===== src/rtl/sr04_ranger.sv =====
// HC-SR04 ranging engine: trigger pulse, echo timing in 1 us ticks, cm conversion.
// Optional 4-sample running average of valid results when SR04_AVG4_EN is defined.
module sr04_ranger #(
    parameter int TRIG_US     = 10,
    parameter int WAIT_MAX_US = 25000,
    parameter int ECHO_MAX_US = 25000,
    parameter int COOL_US     = 60000,
    parameter int CNT_W       = 17,
    parameter int DIST_W      = 16
) (
    input  logic              clk,
    input  logic              rst,
    input  logic              i_tick_1us,
    input  logic              i_start,
    input  logic              i_auto_en,
    input  logic              echo,
    output logic              o_trigger,
    output logic [DIST_W-1:0] o_distance,
    output logic              o_valid,
    output logic              o_timeout,
    output logic              o_busy
);
    localparam int PW = CNT_W + 11;

    typedef enum logic [2:0] {S_IDLE, S_TRIG, S_WAIT, S_MEAS, S_COOL} state_t;

    state_t            state_q, state_d;
    logic [CNT_W-1:0]  cnt_q, cnt_d;
    logic              echo_m_q, echo_s_q;
    logic              trig_q, trig_d;
    logic              busy_q, busy_d;
    logic              valid_q, valid_d;
    logic              timeout_q, timeout_d;
    logic [DIST_W-1:0] dist_q, dist_d;
    logic              meas_done;
    logic [PW-1:0]     prod, quot;
    logic [DIST_W-1:0] conv;

    // d = cnt*1131 >> 16 approximates cnt/58; saturate when it overflows DIST_W.
    always_comb begin
        prod = {11'd0, cnt_q} * PW'(1131);
        quot = prod >> 16;
        conv = (|(quot >> DIST_W)) ? '1 : quot[DIST_W-1:0];
    end

    always_comb begin
        state_d   = state_q;
        meas_done = 1'b0;
        timeout_d = 1'b0;
        case (state_q)
            S_IDLE: if (i_start || i_auto_en) state_d = S_TRIG;
            S_TRIG: if (i_tick_1us && cnt_q == CNT_W'(TRIG_US - 1)) state_d = S_WAIT;
            S_WAIT: begin
                if (echo_s_q) begin
                    state_d = S_MEAS;
                end else if (i_tick_1us && cnt_q == CNT_W'(WAIT_MAX_US - 1)) begin
                    timeout_d = 1'b1;
                    state_d   = S_COOL;
                end
            end
            S_MEAS: begin
                // A falling echo wins over a coincident tick, so cnt_q is the final count.
                if (!echo_s_q) begin
                    meas_done = 1'b1;
                    state_d   = S_COOL;
                end else if (i_tick_1us && cnt_q == CNT_W'(ECHO_MAX_US - 1)) begin
                    timeout_d = 1'b1;
                    state_d   = S_COOL;
                end
            end
            S_COOL: if (i_tick_1us && cnt_q == CNT_W'(COOL_US - 1)) state_d = S_IDLE;
            default: state_d = S_IDLE;
        endcase

        if (state_d != state_q) cnt_d = '0;
        else if (i_tick_1us)    cnt_d = cnt_q + 1'b1;
        else                    cnt_d = cnt_q;

        trig_d = (state_d == S_TRIG);
        busy_d = (state_d != S_IDLE);
    end

`ifdef SR04_AVG4_EN
    logic [DIST_W-1:0] hist_q [4];
    logic [DIST_W-1:0] hist_d [4];
    logic              filled_q, filled_d;
    logic              upd_q, upd_d;
    logic [DIST_W+1:0] sum;

    always_comb begin
        hist_d   = hist_q;
        filled_d = filled_q;
        upd_d    = meas_done;
        if (meas_done) begin
            // The first result after reset seeds the whole history.
            if (!filled_q) begin
                hist_d = '{conv, conv, conv, conv};
            end else begin
                hist_d[3] = hist_q[2];
                hist_d[2] = hist_q[1];
                hist_d[1] = hist_q[0];
                hist_d[0] = conv;
            end
            filled_d = 1'b1;
        end
        sum     = {2'b00, hist_q[0]} + {2'b00, hist_q[1]} + {2'b00, hist_q[2]} + {2'b00, hist_q[3]};
        dist_d  = upd_q ? sum[DIST_W+1:2] : dist_q;
        valid_d = upd_q;
    end

    always_ff @(posedge clk) begin
        if (rst) begin
            hist_q   <= '{default: '0};
            filled_q <= 1'b0;
            upd_q    <= 1'b0;
        end else begin
            hist_q   <= hist_d;
            filled_q <= filled_d;
            upd_q    <= upd_d;
        end
    end
`else
    always_comb begin
        dist_d  = meas_done ? conv : dist_q;
        valid_d = meas_done;
    end
`endif

    always_ff @(posedge clk) begin
        if (rst) begin
            echo_m_q  <= 1'b0;
            echo_s_q  <= 1'b0;
            state_q   <= S_IDLE;
            cnt_q     <= '0;
            trig_q    <= 1'b0;
            busy_q    <= 1'b0;
            valid_q   <= 1'b0;
            timeout_q <= 1'b0;
            dist_q    <= '0;
        end else begin
            echo_m_q  <= echo;
            echo_s_q  <= echo_m_q;
            state_q   <= state_d;
            cnt_q     <= cnt_d;
            trig_q    <= trig_d;
            busy_q    <= busy_d;
            valid_q   <= valid_d;
            timeout_q <= timeout_d;
            dist_q    <= dist_d;
        end
    end

    assign o_trigger  = trig_q;
    assign o_busy     = busy_q;
    assign o_valid    = valid_q;
    assign o_timeout  = timeout_q;
    assign o_distance = dist_q;
endmodule

===== config.mk =====
export PLATFORM = sky130hd
export DESIGN_NAME = sr04_ranger
export DESIGN_NICKNAME = d
export VERILOG_FILES = /design/src/rtl/sr04_ranger.sv
export SDC_FILE = /design/constraint.sdc
export NUM_CORES = 1
export LEC_CHECK = 0
export CAP_MARGIN = 20
export CORE_ASPECT_RATIO = 1.75
export CORE_MARGIN = 2
export CORE_UTILIZATION = 25
export CTS_CLUSTER_SIZE = 20
export DETAILED_ROUTE_END_ITERATION = 10
export GPL_ROUTABILITY_DRIVEN = 0
export PLACE_DENSITY = 0.37
export SYNTH_ARGS = -nofsm -noshare
export SYNTH_HDL_FRONTEND = slang
export SYNTH_SLANG_ARGS = --single-unit
export TNS_END_PERCENT = 50

===== constraint.sdc =====
create_clock -name clk -period 11.7 [get_ports clk]
set_input_delay 2.34 -clock clk [delete_from_list [all_inputs] [get_ports clk]]
set_output_delay 2.34 -clock clk [all_outputs]
set_load 0.01 [all_outputs]

## Word-level counts from Yosys, hierarchy flattened

Cells that the tools add are included.

- Reductions and logical operators: 7
- Mux-type cells: 13
- $mul: 1
- Add/sub/neg operators: 1
- Eq/ne operators: 9

Operators with widths:

| kind | count |
|---|---|
| multiplier 17 x 11 -> 28 bit (second input constant) | 1 |
| 2-to-1 mux 3 bit | 6 |
| adder 17 x 1 -> 17 bit (second input constant) | 1 |
| == test 17 x 15 -> 1 bit (second input constant) | 1 |
| == test 17 x 16 -> 1 bit (second input constant) | 1 |
| == test 17 x 4 -> 1 bit (second input constant) | 1 |
| case mux 3 bit (5 select lines) | 1 |
| == test 3 x 1 -> 1 bit (second input constant) | 2 |
| == test 3 x 2 -> 1 bit (second input constant) | 2 |
| 2-to-1 mux 1 bit | 5 |
| == test 3 bit (second input constant) | 1 |
| logical AND 1 bit | 3 |
| logical NOT 3 bit | 1 |
| inequality test 3 bit | 1 |
| nonzero test 3 bit | 1 |
| case mux 1 bit (2 select lines) | 1 |
| OR reduction 2 bit | 1 |
| logical OR 1 bit | 1 |

- Bits in registers: 38
- Logic and storage cells: 40

## Logic depth before layout (Yosys ltp)

Gate-level depths: netlist of the first run.

- Word-level depth: 7
- Depth in mapped cells: 19
- Mapped depth without buffers: 19

## Least setup slack after synthesis of the first run

OpenSTA, ideal clock, no wires.

- Path type: register -> register
- From: register cnt_q[10]
- To: register dist_q[8] (netlist: o_distance[8])
- Buffers on the path: 0
- Cell stages (with the launch flop): 17
- Arrival time: 4.654 ns
- Slack: 6.931 ns
- Cells stage by stage: dfxtp_1 inv_1 ha_1 ha_1 fa_1 fa_1 inv_1 fa_1 inv_1 ha_1 a21oi_1 o211ai_1 a22oi_2 a211oi_2 o31a_2 or3_1 a31o_1

- Longest elaborated chain between the ends: 1

Ends and longest elaborated chain:

| element | RTL line | text |
|---|---|---|
| from (decl) | 28 | `logic [CNT_W-1:0] cnt_q, cnt_d;` |
| from (signal assigned) | 144 | `cnt_q <= cnt_d;` |
| multiplier 17 x 11 -> 28 bit | 41 | `prod = {11'd0, cnt_q} * PW'(1131);` |
| to (signal assigned) | 149 | `dist_q <= dist_d;` |
| to (decl) | 34 | `logic [DIST_W-1:0] dist_q, dist_d;` |

Every way passes these cells.
A chain may end at the register's enable or synchronous reset.

## Final worst setup path of the first run

- From: register cnt_q[8]
- To: register dist_q[9] (netlist: o_distance[9])

The elaborated chain is that of the path after synthesis.

==> metrics.md, run 1 <==
| Metric | Value |
|---|---|
| Status | `finished, final reports clean` |
| Initial Utilization | `0.2549` |
| Seq pwr share | `0.444` |
| Post-synthesis cell type count | `between 40 and 50` |
| CP Launch Type | `register` |
| Pre-antenna DRT Iters | `4` |
| Fin crit period | `~5300 ps` |
| Top cells by area, synth | `ha_1 (28%), fa_1 (21%), dfxtp_1 (16%)` |
| Reg clk slew, reported paths | `~60 ps` |
| Hold WC Path Type | `reg2reg` |
| Internal power | `around 0.22 mW` |
| Ant. Diodes | `0` |
| Area leader, netlist | `ha_1` |
| I/O Buffers | `21` |
| Remaining DRCs | `0` |
| # clock sinks | `38` |
| Kind of critical path | `reg2reg` |
| Max-slew violation count | `0` |
| Avg Inst Size Synth | `9.255 µm²` |
| Post-DRT Antenna Nets | `0` |
| TritonCTS Buffers | `5` |
| Setup ws final | `about 6400 ps` |
| Post-DR vias/cell | `roughly 4.5` |
| Ys Warns | `0` |
| Setup Buffers After CTS | `0` |
| Root Buffer | `clkbuf_16` |
| Switching share of power | `0.2531` |
| Gate power share | `0.066` |
| RSZ-0062 raised after global routing | `no` |
| Final Hold Vio Count | `0` |
| Power Dens Cells | `55.66 mW/mm²` |
| Dpl hpwl | `11.10 mm` |
| Clock buffer depth | `2` |
| Die W | `roughly 110 µm` |
| Setup_tns | `0 ps` |
| Clock Latency Late Sink | `about 300 ps` |
| First-pass GRT wire length | `between 20 and 25 mm` |
| Leak | `2.777 nW` |
| Count of final setup violators | `0` |
| Clock power share | `0.489` |
| CTS tree | `built` |
| Design Power | `0.3000 mW` |
| Vias | `about 3500` |
| DR WL/cell | `16.37 µm` |
| Post-synth EDFFs | `0` |
| Die H | `approximately 190 µm` |
| Dpl ws | `approximately 6300 ps` |
| Yosys reg bits | `38` |
| Routed WL | `~13 mm` |
| Overall Global Routing Usage | `0.1337` |
| Die footprint | `slightly above 0.02 mm²` |
| Fmax achieved | `187.2 MHz` |
| GR Overflow Total | `0` |
| CTS resizes | `0` |
| List of most frequent post-synthesis cells | `inv_1 (108), ha_1 (106), fa_1 (51)` |
| # nets final | `700` |
| Final period utilization | `0.4565` |
| CTS H-tree depth | `2` |
| Num rows | `66` |
| Initial antenna violation count | `0` |
| CP Capture Type | `register` |
| Worst Max-Slew Pin Slew | `between 800 and 900 ps` |
| Cell area after synthesis | `roughly 0.0048 mm²` |
| Ys async rst share | `0` |
| Vias in the first global route | `3766` |
| Synth-to-layout area growth | `13.28%` |
| Share of post-route cells with drive strength above 1 | `0.03903` |
| Core region area | `about 0.019 mm²` |
| Worst Clk Skew | `between 9 and 10 ps` |
| Register area share after synthesis | `0.1599` |
| Top-count cell post-synth | `inv_1` |
| Ys flop type | `dfxtp_1` |
| VDD IR max | `~67 µV` |
| Max_slew headroom | `0.4240` |
| I/O pin cnt | `26` |
| Mapped Cells | `514` |
| Critical Path RT | `11890 ps` |
| Largest net degree at the start of global routing | `24` |
| Net switching power | `0.07593 mW` |
| Number of DRC markers in iteration 0 | `between 150 and 200` |
| Total of max-cap violations | `0` |
| Post-synth top area share | `0.2788` |
| Crit-path max FO | `7` |
| Worst EP arrival | `5530 ps` |
| Hold Buf Count CTS | `0` |
sequential cells by signal, indices dropped and copies added (netlist names):
register    count
state_q         3
o_trigger       1
o_valid         1
o_distance     12
o_timeout       1
echo_m_q        1
o_busy          1
echo_s_q        1
cnt_q          17
cells in the final DEF, fill, tap and decap left out, drive strengths merged, types with 3 or more instances in the layout:
cell type	Yosys	layout
fa	51	51
nor2	36	36
xor2	5	5
o21ai	11	11
nand4	4	4
and3	7	7
or3	3	3
nor2b	6	6
inv	108	108
clkbuf	5	6
dfxtp	38	38
a22oi	3	3
nand3	13	13
clkdlybuf4s50	0	21
conb	1	4
nand2	31	31
a21oi	26	26
xnor2	17	17
a21o	4	4
ha	106	106
nor3b	4	4
a211oi	6	6
cell type report:
class                           instances  area, µm²
Timing Repair Buffer                   23      225.2
Clock inverter                          2      12.51
Fill cell                            2061      13270
Sequential cell                        38      760.7
Clock buffer                            6      138.9
Tap cell                              238      297.8
Inverter                              108      405.4
Multi-Input combinational cell        361       3548
metal layers:
metal	up-vias	part of all wire	track usage	wire length, µm
li1	1707	-	-	-
met1	1693	0.33	0.1226	4149
met2	42	0.63	0.2859	8032
met3	12	0.019	0.008732	239
met4	0	0.022	0.05079	279
met5	-	0	0	0
power by group through the flow:
stage / logic, mW / registers, mW / clock network, mW
after CTS: 0.0205 / 0.133 / 0.151
final: 0.0199 / 0.133 / 0.147
after floorplan: 0.0138 / 0.135 / 0
after global placement: 0.0203 / 0.136 / 0
after global routing: 0.0233 / 0.134 / 0.154
after detailed placement: 0.0203 / 0.136 / 0
metrics by stage:
step / util / area [µm²] / hold slack (ps) / instances
2_1_floorplan: - / 4768 / 413.8 / 517
3_3_place_gp: 0.2806 / 5238 / 443.4 / 768
3_5_place_dp: 0.2806 / 5238 / 439.2 / 768
4_1_cts: 0.2888 / 5389 / 452.5 / 776
5_1_grt: 0.2888 / 5389 / 462.2 / 776
6_report: 0.2888 / 5389 / 447.4 / 776
logic make-up (layout without fill, tap and decap cells):
family,Yosys count,count (layout),share of synthesized area
AO/OA/AOI/OAI,66,66,0.09521
XOR/XNOR,22,22,0.04050
adder cells (fa/ha/maj),157,157,0.4934
buffers and inverters,118,139,0.09653
flip-flops,38,38,0.1599
other,1,4,0.0007883
AND/OR/NAND/NOR,112,112,0.1136
path summary, 6_finish.rpt:
| kind | from | to | slack [ps] | cells past startpoint |
|---|---|---|---|---|
| setup / recovery | cnt_q[8] | o_distance[9] | 6360 | 17 |
| hold / removal | o_distance[4] | o_distance[4] | 450 | 2 |
| setup reg to reg | cnt_q[8] | o_distance[9] | 6360 | 17 |
| hold reg to reg | o_distance[4] | o_distance[4] | 450 | 2 |
worst max-delay path: stages (launching register included):
cell and delay [ps]:
dfxtp_1 550, inv_1 230, ha_1 360, ha_1 300, fa_1 540, fa_1 560
inv_1 60, fa_1 530, inv_1 50, ha_1 350, a21oi_1 210, o211ai_1 120
a22oi_2 270, a211oi_2 130, o31a_2 380, o21ai_2 190, a2111oi_2 90, a311o_1 300
Note: power is estimated with default switching activity, not from simulation.
==> run 2: changes to the inputs <==
- clock period: 11.7 -> 5.5 ns (I/O delays scaled with it)
==> run 2 against run 1 <==
  * Die area stayed put
  * Largest power group unchanged
  * Sequential power is 110% higher
  * Utilization is 0.46 points higher
  * Highest routed layer unchanged
==> metrics.md, run 2 (synthesis results as in run 1) <==
| Metric | Value |
|---|---|
| Status | `finished, final reports clean (unchanged)` |
| Power Dens Cells | `124.0 mW/mm² (was 55.66 mW/mm²)` |
| Setup_tns | `0 ps (unchanged)` |
| CP peak stage delay | `570 ps (was 560 ps)` |
| Dpl ws | `250.3 ps (was 6345 ps)` |
| # clock sinks | `38 (unchanged)` |
| Fmax achieved | `190.8 MHz (was 187.2 MHz)` |
| Max reg flops | `17 (unchanged)` |
| Area post-placement | `0.005305 mm² (was 0.005238 mm²)` |
| Critical Path RT | `5670 ps (was 11890 ps)` |
| Number of buffers and inverters on the critical path | `3 (unchanged)` |
| Post-DRT Antenna Nets | `0 (unchanged)` |
| Fin util | `0.2933 (was 0.2888)` |
| Die H | `186.5 µm (unchanged)` |
| Overall Global Routing Usage | `0.1345 (was 0.1337)` |
| Fill count | `2049 (was 2061)` |
| Hold Buf Count CTS | `0 (unchanged)` |
| Synth-to-layout area growth | `15.07% (was 13.28%)` |
| Dpl hpwl | `11.45 mm (was 11.10 mm)` |
| Worst path top cell family by delay | `adder cells (unchanged)` |
| Initial Utilization | `0.2549 (unchanged)` |
| Final period utilization | `0.9530 (was 0.4565)` |
| Worst Max-Slew Pin Slew | `828.5 ps (was 859.5 ps)` |
| Vias in the first global route | `3845 (was 3766)` |
| CTS H-tree depth | `2 (unchanged)` |
| Worst EP arrival | `5410 ps (was 5530 ps)` |
| # nets final | `709 (was 700)` |
| Fin crit period | `5242 ps (was 5341 ps)` |
| Worst Clk Skew | `7.975 ps (was 9.011 ps)` |
| Routed WL | `12.84 mm (was 12.70 mm)` |
| CP max-delay cell | `dfxtp_1 (was fa_1)` |
| RSZ-0062 raised after global routing | `no (unchanged)` |
| I/O Buffers | `21 (unchanged)` |
| Die W | `108.3 µm (unchanged)` |
| Critical Path, Cell by Cell | `inv_1, ha_1, ha_1, fa_1, fa_1, inv_1, fa_1, inv_1, ha_1, a21oi_1, o211ai_1, a22oi_2, a211oi_2, o31a_2, o21ai_2, a2111oi_2, a311o_1 (unchanged)` |
| Hold WC Path Type | `reg2reg (unchanged)` |
| Final instance area | `0.005474 mm² (was 0.005389 mm²)` |
| GR Overflow Total | `0 (unchanged)` |
| Die footprint | `0.02019 mm² (unchanged)` |
| Pre-antenna DRT Iters | `4 (unchanged)` |
| CP Launch Type | `register (unchanged)` |
| Max_slew headroom | `0.4447 (was 0.4240)` |
| Leading cell type in the layout, fill and taps excluded | `inv_1 (unchanged)` |
| Root Buffer | `clkbuf_16 (unchanged)` |
| Vias | `3467 (was 3454)` |
| Post-DR vias/cell | `4.422 (was 4.451)` |
| Share of post-route cells with drive strength above 1 | `0.05311 (was 0.03903)` |
| Largest Register | `cnt_q (unchanged)` |
| CP Capture Type | `register (unchanged)` |
| Final Hold Vio Count | `0 (unchanged)` |
| Count of final setup violators | `0 (unchanged)` |
| Largest net degree at the start of global routing | `24 (unchanged)` |
| Setup Buffers After CTS | `0 (unchanged)` |
| Number of DRC markers in iteration 0 | `105 (was 153)` |
| Crit-path max FO | `8 (was 7)` |
| Design Power | `0.6787 mW (was 0.3000 mW)` |
| VDD IR max | `163.6 µV (was 67.24 µV)` |
| Final std cells w/o fill | `784 (was 776)` |
| Initial antenna violation count | `0 (unchanged)` |
| Worst Hold Launch | `o_distance[10] (was o_distance[4])` |
| WHS | `454.1 ps (was 447.4 ps)` |
| Core region area | `0.01866 mm² (unchanged)` |
| Clock buffer depth | `2 (unchanged)` |
| Clock Latency Late Sink | `300 ps (about the same)` |
| Remaining DRCs | `0 (unchanged)` |
| Worst setup path startpoint | `cnt_q[11] (was cnt_q[8])` |
| Most frequent cells in the layout | `inv_1 (108), ha_1 (106), fa_1 (51) (unchanged)` |
| Kind of critical path | `reg2reg (unchanged)` |
| Max-slew violation count | `0 (unchanged)` |
| First-pass GRT wire length | `20.15 mm (was 20.01 mm)` |
| Worst r2r src | `cnt_q[11] (was cnt_q[8])` |
| Leak | `2.836 nW (was 2.777 nW)` |
| Reg clk slew, reported paths | `60 ps (about the same)` |
| Total of max-cap violations | `0 (unchanged)` |
| DR WL/cell | `16.38 µm (was 16.37 µm)` |
| CTS resizes | `0 (unchanged)` |
| I/O pin cnt | `26 (unchanged)` |
| Setup ws final | `258.2 ps (was 6359 ps)` |
| CTS tree | `built (unchanged)` |
| TritonCTS Buffers | `5 (unchanged)` |
| Num rows | `66 (unchanged)` |
| Ant. Diodes | `0 (unchanged)` |
| Placed cells | `777 (was 768)` |
run 2: cell types whose count changed in the layout (fill, tap and decap cells not counted):
cell / before / now
bufinv_16: 0 / 1
clkinvlp_4: 1 / 0
buf_4: 2 / 11
clkinv_2: 1 / 0
run 2: area by class of cell:
type / instances / area [µm²] / share of cell area
Inverter: 108 / 405.4 / 0.07406
Clock buffer: 6 / 138.9 / 0.02537
Multi-Input combinational cell: 361 / 3548 / 0.6482
Sequential cell: 38 / 760.7 / 0.1390
Clock inverter: 1 / 30.03 / 0.005486
Timing Repair Buffer: 32 / 292.8 / 0.05349
Tap cell: 238 / 297.8 / 0.05440
run 2: final timing paths:
path | end | slack, ps | cells past startpoint
min | o_distance[10] | 450 | 2
max reg2reg | o_distance[9] | 260 | 17
max | o_distance[9] | 260 | 17
min reg2reg | o_distance[10] | 450 | 2
run 2: report_power, final:
group	total [mW]	switching, mW	leakage [nW]	internal (mW)
Sequential	0.284	0.00479	0.308	0.279
Clock	0.352	0.128	0.0829	0.224
Combinational	0.0427	0.0249	2.45	0.0178
Total	0.679	0.158	2.84	0.521
run 2: metal layers:
metal,share of wire,routed length (µm),GRT usage
met3,0.016,205,0.01188
met5,0,0,0
met4,0.027,344,0.05079
met1,0.33,4178,0.1213
met2,0.63,8114,0.2881
run 2: worst reg2reg max path: stages, from the launching register on:
cell	delay, ps
dfxtp_1	570
inv_1	130
ha_1	300
ha_1	320
fa_1	510
fa_1	540
inv_1	50
fa_1	540
inv_1	40
ha_1	350
a21oi_1	230
o211ai_1	140
a22oi_2	270
a211oi_2	130
o31a_2	390
o21ai_2	200
a2111oi_2	100
a311o_1	310
==> run 3: changes to the inputs <==
- DONT_BUFFER_PORTS: unset -> 1
- GPL_TIMING_DRIVEN: unset -> 0
- PLACE_DENSITY: 0.37 -> 0.35
==> run 3 against run 2 <==
  * Global-route usage shrank 0.23 points
  * Design area shrank 4.5%
  * Clock skew decreased by 5.5 ps
  * Register-to-register slack gained 30 ps
  * Sequential share of layout area is 0.81 points higher
  * Power decreased by 7.0%
  * Routed wire length fell by 4.3%
  * Sequential power is essentially flat
  * Final cell count decreased by 2.7%
  * Via count is 2.7% lower
  * Setup slack improved by 30 ps
==> metrics.md, run 3 (synthesis results as in run 1) <==
| Metric | Value |
|---|---|
| Status | `finished, final reports clean (unchanged)` |
| Seq pwr share | `0.449 (was 0.418)` |
| Hold WC Path Type | `reg2reg (unchanged)` |
| Max reg flops | `17 (unchanged)` |
| Worst Hold Launch | `echo_m_q (was o_distance[10])` |
| Number of DRC markers in iteration 0 | `120 (was 105)` |
| Leading cell type in the layout, fill and taps excluded | `inv_1 (unchanged)` |
| Worst setup path startpoint | `cnt_q[8] (was cnt_q[11])` |
| Worst path top cell family by delay | `adder cells (unchanged)` |
| Kind of critical path | `reg2reg (unchanged)` |
| Leak | `2.726 nW (was 2.836 nW)` |
| Overall Global Routing Usage | `0.1322 (was 0.1345)` |
| Placed cells | `755 (was 777)` |
| Critical Path, Cell by Cell | `inv_1, ha_1, ha_1, fa_1, fa_1, inv_1, fa_1, inv_1, ha_1, a21oi_1, o211ai_1, a22oi_2, a211oi_2, o31a_2, o21ai_2, a2111oi_2, a311o_1 (unchanged)` |
| Max_slew headroom | `0.6093 (was 0.4447)` |
| Worst Max-Slew Pin Slew | `586.1 ps (was 828.5 ps)` |
| Initial Utilization | `0.2549 (unchanged)` |
| Fill count | `2061 (was 2049)` |
| Footprint of the multi-input gates | `0.003548 mm² (unchanged)` |
| Fin crit period | `5212 ps (was 5242 ps)` |
| Clock power share | `0.489 (was 0.519)` |
| Ant. Diodes | `0 (unchanged)` |
| Dpl hpwl | `10.80 mm (was 11.45 mm)` |
| CTS tree | `built (unchanged)` |
| Clock Latency Late Sink | `300 ps (about the same)` |
| Internal power | `0.4734 mW (was 0.5211 mW)` |
| Post-DRT Antenna Nets | `0 (unchanged)` |
| Critical Path RT | `5690 ps (was 5670 ps)` |
| Number of buffers and inverters on the critical path | `3 (unchanged)` |
| Die footprint | `0.02019 mm² (unchanged)` |
| Worst Clk Skew | `2.443 ps (was 7.975 ps)` |
| Remaining DRCs | `0 (unchanged)` |
| CP peak stage delay | `550 ps (was 570 ps)` |
| # clock sinks | `38 (unchanged)` |
| Initial antenna violation count | `0 (unchanged)` |
| VDD IR max | `134.8 µV (was 163.6 µV)` |
| Power Dens Cells | `120.8 mW/mm² (was 124.0 mW/mm²)` |
| Switching share of power | `0.2498 (was 0.2323)` |
| Root Buffer | `clkbuf_16 (unchanged)` |
| Vias | `3373 (was 3467)` |
| Worst r2r src | `cnt_q[8] (was cnt_q[11])` |
| DR WL/cell | `16.10 µm (was 16.38 µm)` |
| Die W | `108.3 µm (unchanged)` |
| GR Overflow Total | `0 (unchanged)` |
| Net switching power | `0.1576 mW (about the same)` |
| Most frequent cells in the layout | `inv_1 (108), ha_1 (106), fa_1 (51) (unchanged)` |
| Setup_tns | `0 ps (unchanged)` |
| Synth-to-layout area growth | `9.837% (was 15.07%)` |
| Routed WL | `12.29 mm (was 12.84 mm)` |
| Fmax achieved | `191.9 MHz (was 190.8 MHz)` |
| I/O Buffers | `0 (was 21)` |
| Largest net degree at the start of global routing | `13 (was 24)` |
| Final std cells w/o fill | `763 (was 784)` |
| Hold Buf Count CTS | `0 (unchanged)` |
| Post-DR vias/cell | `4.421 (was 4.422)` |
| Design Power | `0.6310 mW (was 0.6787 mW)` |
| Max-slew violation count | `0 (unchanged)` |
| CP Launch Type | `register (unchanged)` |
| Largest Register | `cnt_q (unchanged)` |
| Crit-path max FO | `7 (was 8)` |
| I/O pin cnt | `26 (unchanged)` |
| CP max-delay cell | `fa_1 (was dfxtp_1)` |
| Share of post-route cells with drive strength above 1 | `0.05714 (was 0.05311)` |
| Reg clk slew, reported paths | `60 ps (about the same)` |
| Final Hold Vio Count | `0 (unchanged)` |
| Pre-antenna DRT Iters | `4 (unchanged)` |
| Final period utilization | `0.9476 (was 0.9530)` |
| Clock buffer depth | `2 (unchanged)` |
| Vias in the first global route | `3762 (was 3845)` |
| Worst EP arrival | `5400 ps (was 5410 ps)` |
| CP Capture Type | `register (unchanged)` |
| Gate power share | `0.062 (was 0.063)` |
| First-pass GRT wire length | `20.01 mm (was 20.15 mm)` |
| Num rows | `66 (unchanged)` |
| Total of max-cap violations | `0 (unchanged)` |
| Die H | `186.5 µm (unchanged)` |
| Register Area | `768.2 µm² (was 760.7 µm²)` |
| TritonCTS Buffers | `5 (unchanged)` |
| CTS H-tree depth | `2 (unchanged)` |
| # nets final | `687 (was 709)` |
| RSZ-0062 raised after global routing | `no (unchanged)` |
| Core region area | `0.01866 mm² (unchanged)` |
| Count of final setup violators | `0 (unchanged)` |
## run 3: changes by cell type in the layout (fill, tap and decap cells not counted), sizes merged
cell / delta
buf: -6
bufinv: -1
clkbuf: +5
clkdlybuf4s50: -21
clkinv: +1
clkinvlp: +1
## run 3: worst reg2reg max path, stage by stage (launching register included)
cell	delay, ps
dfxtp_2	440
inv_1	180
ha_1	320
ha_1	340
fa_1	540
fa_1	550
inv_1	60
fa_1	540
inv_1	40
ha_1	340
a21oi_1	210
o211ai_1	130
a22oi_2	280
a211oi_2	140
o31a_2	390
o21ai_2	230
a2111oi_2	100
a311o_1	270
## run 3: path summary, 6_finish.rpt
kind                   endpoint  slack (ps)  cells after the start
hold reg to reg        echo_s_q         450                      1
setup / recovery  o_distance[9]         290                     17
setup reg to reg  o_distance[9]         290                     17
hold / removal         echo_s_q         450                      1
## run 3: layout make-up
type                            instances  area share
Clock buffer                            6     0.02658
Tap cell                              238     0.05699
Multi-Input combinational cell        361      0.6791
Buffer                                 10     0.01030
Inverter                              108     0.07759
Sequential cell                        38      0.1470
Clock inverter                          2    0.002395
## run 3: metal layers
metal,up-vias,part of all wire,routed length (µm),global-route usage
met5,-,0,0,0
met4,0,0.027,336,0.05523
met3,14,0.013,154,0.008034
met2,39,0.61,7467,0.2700
met1,1647,0.35,4329,0.1310
li1,1673,-,-,-
## run 3: what timing repair did
item                       in CTS  in global routing
setup buffers                   0                  0
setup endpoints to repair       0                  5
resized for setup               0                  6
## run 3: through the flow
stage          hold slack, ps    util  worst slack (ps)  instance area [µm²]
2_1_floorplan           413.8       -             730.9                 4768
3_3_place_gp            445.6  0.2715             44.02                 5066
3_5_place_dp            435.2  0.2715             82.40                 5066
4_1_cts                 455.8  0.2796             34.32                 5218
5_1_grt                 467.1  0.2800             6.356                 5225
6_report                446.8  0.2800             288.1                 5225
## run 3: power groups by stage
stage	logic (mW)	clock network (mW)	registers, mW
global placement	0.0396	0	0.290
CTS	0.0401	0.316	0.283
finish	0.0390	0.309	0.283
floorplan	0.0294	0	0.288
global route	0.0452	0.329	0.284
detailed placement	0.0395	0	0.290
